## config.mk

```make
export PLATFORM = sky130hd
export DESIGN_NAME = rx_shift_register
export DESIGN_NICKNAME = d
export VERILOG_FILES = /design/src/rtl/spi_pkg.sv /design/src/rtl/rx_bit_counter.sv /design/src/rtl/rx_shift_register.sv
export SDC_FILE = /design/constraint.sdc
export NUM_CORES = 1
export LEC_CHECK = 0
export ABC_CLOCK_PERIOD_IN_PS = 4500
export CORE_UTILIZATION = 50
export DETAILED_ROUTE_END_ITERATION = 10
export GPL_ROUTABILITY_DRIVEN = 0
export PLACE_DENSITY = 0.72
export SYNTH_ARGS = -nofsm -noshare
export SYNTH_HDL_FRONTEND = slang
export SYNTH_HIERARCHICAL = 1
export SYNTH_SLANG_ARGS = --single-unit
export TNS_END_PERCENT = 20
```

## constraint.sdc

```tcl
create_clock -name clk -period 4.5 [get_ports clk]
set_input_delay 0.45 -clock clk [delete_from_list [all_inputs] [get_ports clk]]
set_output_delay 0.45 -clock clk [all_outputs]
set_load 0.01 [all_outputs]
```

## src/rtl/spi_pkg.sv

```systemverilog
// Shared SPI master definitions.
//   rx_state_e : receive FSM states
//   *_DEFAULT  : default datapath / length-field widths
//   len_decode : maps a char_len field to a frame length 1..2**len_w
package spi_pkg;

  localparam int unsigned DATA_W_DEFAULT = 128;
  localparam int unsigned LEN_W_DEFAULT  = 6;

  typedef enum logic {
    IDLE   = 1'b0,
    ACTIVE = 1'b1
  } rx_state_e;

  // A zero length field stands for the largest frame, 2**len_w bits.
  function automatic int unsigned len_decode(input int unsigned char_len,
                                             input int unsigned len_w);
    return (char_len == 0) ? (32'd1 << len_w) : char_len;
  endfunction

endpackage

```

## src/rtl/rx_bit_counter.sv

```systemverilog
// Receive bit counter.
//   clk, reset : system clock, synchronous active-high reset
//   load       : capture frame length n_in and clear the count
//   step       : one bit sampled this edge
//   n_in       : decoded frame length (1..2**(CNT_W-1))
//   count      : bits sampled so far in the current frame
//   last       : the next sampled bit completes the frame
module rx_bit_counter #(
  parameter int unsigned CNT_W = 7
) (
  input  logic             clk,
  input  logic             reset,
  input  logic             load,
  input  logic             step,
  input  logic [CNT_W-1:0] n_in,
  output logic [CNT_W-1:0] count,
  output logic             last
);

  logic [CNT_W-1:0] count_q, count_d;
  logic [CNT_W-1:0] n_q, n_d;

  always_comb begin
    count_d = count_q;
    n_d     = n_q;
    if (load) begin
      count_d = '0;
      n_d     = n_in;
    end else if (step) begin
      count_d = count_q + CNT_W'(1);
    end
  end

  always_ff @(posedge clk) begin
    if (reset) begin
      count_q <= '0;
      n_q     <= '0;
    end else begin
      count_q <= count_d;
      n_q     <= n_d;
    end
  end

  assign count = count_q;
  assign last  = ((count_q + CNT_W'(1)) == n_q);

endmodule

```

## src/rtl/rx_shift_register.sv

```systemverilog
// SPI master receive datapath: deserialises miso into a right-aligned word.
//   clk, reset  : system clock, synchronous active-high reset
//   char_len    : frame length in bits (0 encodes 2**LEN_W)
//   miso        : serial data from slave
//   go_busy     : level request to start / continue a frame
//   lsb         : 0 = MSB-first, 1 = LSB-first
//   outrxd      : last completed word, upper bits zero
//   rx_complete : one-cycle pulse when outrxd is updated
//   clk_out     : gated serial clock, running only while a frame is active
module rx_shift_register
  import spi_pkg::*;
#(
  parameter int unsigned DATA_W = DATA_W_DEFAULT,
  parameter int unsigned LEN_W  = LEN_W_DEFAULT
) (
  input  logic              clk,
  input  logic              reset,
  input  logic [LEN_W-1:0]  char_len,
  input  logic              miso,
  input  logic              go_busy,
  input  logic              lsb,
  output logic [DATA_W-1:0] outrxd,
  output logic              rx_complete,
  output logic              clk_out
);

  localparam int unsigned CNT_W = LEN_W + 1;

  rx_state_e         state_q, state_d;
  logic [DATA_W-1:0] sr_q, sr_d;
  logic [DATA_W-1:0] outrxd_q, outrxd_d;
  logic              rx_complete_q, rx_complete_d;
  logic              lsb_q, lsb_d;
  logic              en_q, en_d;

  logic              cnt_load, cnt_step, cnt_last;
  logic [CNT_W-1:0]  cnt_value;
  logic [CNT_W-1:0]  n_decoded;

  assign n_decoded = CNT_W'(len_decode(32'(char_len), LEN_W));

  rx_bit_counter #(
    .CNT_W (CNT_W)
  ) u_bit_counter (
    .clk   (clk),
    .reset (reset),
    .load  (cnt_load),
    .step  (cnt_step),
    .n_in  (n_decoded),
    .count (cnt_value),
    .last  (cnt_last)
  );

  always_comb begin
    state_d       = state_q;
    sr_d          = sr_q;
    outrxd_d      = outrxd_q;
    rx_complete_d = 1'b0;
    lsb_d         = lsb_q;
    cnt_load      = 1'b0;
    cnt_step      = 1'b0;
    case (state_q)
      IDLE: begin
        if (go_busy) begin
          lsb_d    = lsb;
          sr_d     = '0;
          cnt_load = 1'b1;
          state_d  = ACTIVE;
        end
      end
      ACTIVE: begin
        if (go_busy) begin
          cnt_step = 1'b1;
          if (lsb_q) sr_d[cnt_value] = miso;
          else       sr_d = {sr_q[DATA_W-2:0], miso};
          // Register was cleared at frame start, so bits >= N are already zero.
          if (cnt_last) begin
            outrxd_d      = sr_d;
            rx_complete_d = 1'b1;
            state_d       = IDLE;
          end
        end else begin
          state_d = IDLE;
        end
      end
      default: state_d = IDLE;
    endcase
  end

  always_ff @(posedge clk) begin
    if (reset) begin
      state_q       <= IDLE;
      sr_q          <= '0;
      outrxd_q      <= '0;
      rx_complete_q <= 1'b0;
      lsb_q         <= 1'b0;
    end else begin
      state_q       <= state_d;
      sr_q          <= sr_d;
      outrxd_q      <= outrxd_d;
      rx_complete_q <= rx_complete_d;
      lsb_q         <= lsb_d;
    end
  end

  // Enable changes only while clk is low, so the AND gate cannot glitch.
  always_comb en_d = !reset && (state_q == ACTIVE);

  always_ff @(negedge clk) en_q <= en_d;

  assign clk_out     = clk & en_q;
  assign outrxd      = outrxd_q;
  assign rx_complete = rx_complete_q;

endmodule

```

==> results.cfg, run 1 <==
[outcome]
outcome = finished, final reports clean

[global_routing]
grt_pass1_vias = 10445
grt_antenna_before_repair = 0
grt_max_degree = 130
grt_pass1_wl_mm = 57.7
grt_use_total = 0.285
grt-ovfl-total = 0

[die]
num_io_pins = 141
die_area_sq_um = 25200
die_width_um = 159
die_h_um = 159
core-area_sq_um = 24200
initial_core_util = 0.508
rows = 57

[hold_path]
hold_start = lsb
hold_end = lsb_q
worstHoldPathCells = 3
hold_path.class = input port to flip-flop

[sta]
slew_violations = 0
fin_ws_ns = 0.150
rsz0062_at_grt = false
setup_viol = 0
final-hold-violation-count = 0
fin_tns_setup_ns = 0
hold_ws_ns = 0.338
relSlewSlack = 0.134
skew_ns = 0.0639
tightest_slew_ns = 1.30

[power]
leakagePower_uw = 0.00509
p_seq_frac = 0.467
pwr_density_cell_nw_per_um2 = 358
cellInternalPower_uw = 4090
clockPowerShare = 0.476
p_sw_frac = 0.228
comb_power_share = 0.057
p_sw_uw = 1210
ir_drop_uv = 288

[flow_run]
max-cap-violations = 0

[setup_path]
rr_worst_depth = 8
crit_path_max_fanout = 1
setup.worst_path.class = flip-flop to output pin
r2r_slack_ns = 0.89
r2r-end = outrxd[52]
rr_startpoint = u_bit_counter/count[0]
critPathArrivalTime_ns = 3.90
crit_required_ns = 4.05
worstSetupStartpointType = flip-flop
crit_path_end_kind = output pin

[logic_synthesis]
synth_warnings = 6
synthMostInstantiatedCell = dfxtp_1
synthTopCellsByCount = dfxtp_1, a32o_1, nand2_1
yosysTopAreaCellShare = 0.446
synth_area_leaders = dfxtp_1, a32o_1, or2_2
avgSynthCellArea_sq_um = 9.31
synthDistinctLibCells = 49
mappedNetlistNets = 1332
syn_inst = 1320
yosysTopAreaCell = dfxtp_1
synth-seq-area-share = 0.446
syn-cell-area_sq_um = 12300
yosys_register_bits = 274
ys.flop_type = dfxtp_1
async_reset_ff_frac = 0
synth-edff-count = 0

[clock_network]
postCtsResizedCells = 0
postCtsSetupBuffers = 0
cts_tree = built
clk_pin_slew_worst_paths_ns = 0.06
clock_latency_ns = 0.72
holdBufCountCts = 0

[final_layout]
antenna_cells = 0
fin_nets = 1382
area_growth_pct = 20.4
utilization = 0.612
layout-drive-gt1-share = 0.158

[routing]
via_per_inst = 6.48
drt_wl_total_mm = 37.0
vias = 11127
final_antenna_net_count = 0
drt-initial-drc-count = 1180
wl_per_cell_um = 21.5
firstDrtPassIters = 5
drc = 0

[placement]
port_buffers = 140
dp_slack_ns = 0.898
dp_hpwl_mm = 20.5
==> metrics by stage <==
stage / power, uW / area, sq um / std cells
3_3_place_gp: 2830 / 13800 / 1660
5_1_grt: 5480 / 14800 / 1717
2_1_floorplan: 2750 / 12300 / 1320
4_1_cts: 5330 / 14800 / 1717
6_report: 5300 / 14800 / 1717
3_5_place_dp: 2830 / 13800 / 1660
==> state kept, by name, indices dropped and copies added, names as in the netlist <==
signal               flops
u_bit_counter/n_q        7
outrxd                 128
u_bit_counter/count      7
state_q                  1
sr_q                   128
en_q                     1
rx_complete              1
lsb_q                    1
==> worst max-delay path by stage <==
stage | endpoint | from
after floorplan | clk_out | en_q
after global placement | clk_out | en_q
after detailed placement | clk_out | en_q
after CTS | clk_out | en_q
after global routing | clk_out | en_q
final | clk_out | en_q
==> cells by family after synthesis <==
logic type / Yosys count / synth area share
XOR/XNOR: 12 / 0.00855
multiplexers: 8 / 0.00652
adder cells (fa/ha/maj): 1 / 0.00102
buffers and inverters: 152 / 0.0557
flip-flops: 274 / 0.446
AND/OR/NAND/NOR: 475 / 0.213
AO/OA/AOI/OAI: 398 / 0.268
==> critical path, cell delays in order (launching register included) <==
cell	delay, ns
dfxtp_1	0.29
and2_1	0.11
clkdlybuf4s50_1	0.52
==> layout make-up <==
type	count	area, sq um
Timing Repair Buffer	165	1650
Inverter	1	3.75
Clock buffer	46	931
Fill cell	2067	9380
Sequential cell	274	5490
Multi-Input combinational cell	894	6200
Clock inverter	13	119
Tap cell	324	405
==> power by group through the flow <==
stage,Clock (uW),Sequential (uW),Combinational [uW]
floorplan,4.49,2510,234
global placement,6.88,2530,293
detailed placement,6.88,2530,297
CTS,2560,2480,299
global route,2670,2480,328
finish,2520,2480,302
==> layout by cell type (no fill, tap or decap), types with 6 or more instances in the layout <==
cell type        instances
clkbuf_16               33
clkbuf_1                 7
buf_4                   21
nand3_1                130
dfxtp_1                273
nor2_1                  14
o21ai_0                 77
xor2_1                   7
or2_2                  127
o21ai_1                 55
nor4bb_1                 6
clkinv_2                 7
clkdlybuf4s50_1        140
and4b_1                  7
nand2_1                137
a32o_1                 254
mux2i_1                  8
nand4bb_1                7
==> routing by layer <==
| metal | part of all wire | GRT usage |
|---|---|---|
| met1 | 0.43 | 0.380 |
| met2 | 0.46 | 0.459 |
| met3 | 0.072 | 0.0368 |
| met4 | 0.040 | 0.132 |
| met5 | 0 | 0 |
(Power assumes the default switching activity.)
==> run 2: changes to the inputs <==
--- a/config.mk
+++ b/config.mk
@@ -5,7 +5,7 @@
 export SDC_FILE = /design/constraint.sdc
 export NUM_CORES = 1
 export LEC_CHECK = 0
-export ABC_CLOCK_PERIOD_IN_PS = 4500
+export ABC_CLOCK_PERIOD_IN_PS = 5000
 export CORE_UTILIZATION = 50
 export DETAILED_ROUTE_END_ITERATION = 10
 export GPL_ROUTABILITY_DRIVEN = 0
==> constraint.sdc (replaced) <==
create_clock -name clk -period 5 [get_ports clk]
set_input_delay 0.5 -clock clk [delete_from_list [all_inputs] [get_ports clk]]
set_output_delay 0.5 -clock clk [all_outputs]
set_load 0.01 [all_outputs]
==> results.cfg, run 2 (synthesis results as in run 1) <==
[final_layout]
fin_nets = 1380
antenna_cells = 0
final_cell_mix = dfxtp_1, a32o_1, clkdlybuf4s50_1
finalInstanceArea_sq_um = 14700
fillers = 2029
layout_commonest_cell = dfxtp_1
layout-drive-gt1-share = 0.153
area_growth_pct = 19.4

[die]
die_h_um = 159
die_width_um = 159
rows = 57
initial_core_util = 0.508
die_area_sq_um = 25200
num_io_pins = 141
core-area_sq_um = 24200

[clock_network]
postCtsResizedCells = 0
clock_latency_ns = 0.72
clk_pin_slew_worst_paths_ns = 0.06
cts_tree = built
postCtsSetupBuffers = 0
holdBufCountCts = 0

[setup_path]
worstSetupStartpointType = flip-flop
setup.worst_path.class = flip-flop to output pin
rr_worst_depth = 8
crit_path_max_fanout = 1
crit_path_end_kind = output pin
crit_required_ns = 4.50
critPathArrivalTime_ns = 4.17

[routing]
wl_per_cell_um = 21.7
firstDrtPassIters = 7
vias = 11240
wl_met3_mm = 3.10
drt_wl_total_mm = 37.1
top_layer = met4
wl_met1_mm = 15.7
via_per_inst = 6.58
wl_met2_mm = 17.4
drc = 0
final_antenna_net_count = 0
drt-initial-drc-count = 966

[global_routing]
grt_use_total = 0.285
grt_antenna_before_repair = 0
grt_pass1_vias = 10411
grt_pass1_wl_mm = 57.8
grt_max_degree = 176
grt-ovfl-total = 0

[sta]
tightest_slew_ns = 1.30
hold_ws_ns = 0.390
skew_ns = 0.0628
rsz0062_at_grt = false
final-hold-violation-count = 0
setup_viol = 0
relSlewSlack = 0.119
slew_violations = 0
fin_tns_setup_ns = 0

[placement]
port_buffers = 140
dp_hpwl_mm = 20.6
place_area_sq_um = 13700

[power]
leakagePower_uw = 0.00504
pwr_density_cell_nw_per_um2 = 316
power_uw = 4640
ir_drop_uv = 241

[hold_path]
worstHoldPathCells = 3
hold_path.class = input port to flip-flop

[outcome]
outcome = finished, final reports clean

[flow_run]
max-cap-violations = 0
-- run 2: cell types whose count changed in the layout (fill, tap and decap cells not counted), sizes merged --
cell      change
clkinv        -4
buf           -2
bufinv        -2
clkbuf        +1
clkinvlp      -1
inv           -1
-- run 2: worst max-delay path: stages (launching register included) --
cell and delay (ns):
dfxtp_1 0.30, and2_1 0.12, clkdlybuf4s50_1 0.54
-- run 2: stage by stage --
stage	util	setup slack [ns]	cells
after global routing	0.607	0.265	1708
after detailed placement	0.568	1.10	1658
after floorplan	-	1.57	1320
final	0.607	0.331	1708
after CTS	0.607	0.305	1708
after global placement	0.568	1.10	1658
-- run 2: power breakdown --
| part | switching, uW | internal (uW) |
|---|---|---|
| clock network | 876 | 1260 |
| logic | 172 | 102 |
| registers | 24.0 | 2200 |
| total | 1070 | 3560 |
-- run 2: routing by layer --
metal | vias to the layer above | global-route usage
li1 | 5159 | -
met1 | 5521 | 0.373
met2 | 492 | 0.469
met3 | 68 | 0.0588
met4 | 0 | 0.0922
met5 | - | 0
-- run 2: worst paths after layout --
path	from	endpoint	slack (ns)
max reg2reg	u_bit_counter/count[0]	outrxd[37]	1.30
min reg2reg	outrxd[102]	outrxd[102]	0.46
max	en_q	clk_out	0.33
min	lsb	lsb_q	0.39
-- run 2: cell type report --
| class | instances | area, sq um | area share |
|---|---|---|---|
| timing repair buffer | 163 | 1620 | 0.110 |
| sequential | 274 | 5490 | 0.374 |
| multi-input combinational | 894 | 6200 | 0.422 |
| clock buffer | 47 | 933 | 0.0636 |
| clock inverter | 5 | 27.5 | 0.00188 |
| inverter | 1 | 3.75 | 0.000256 |
| tap | 324 | 405 | 0.0276 |
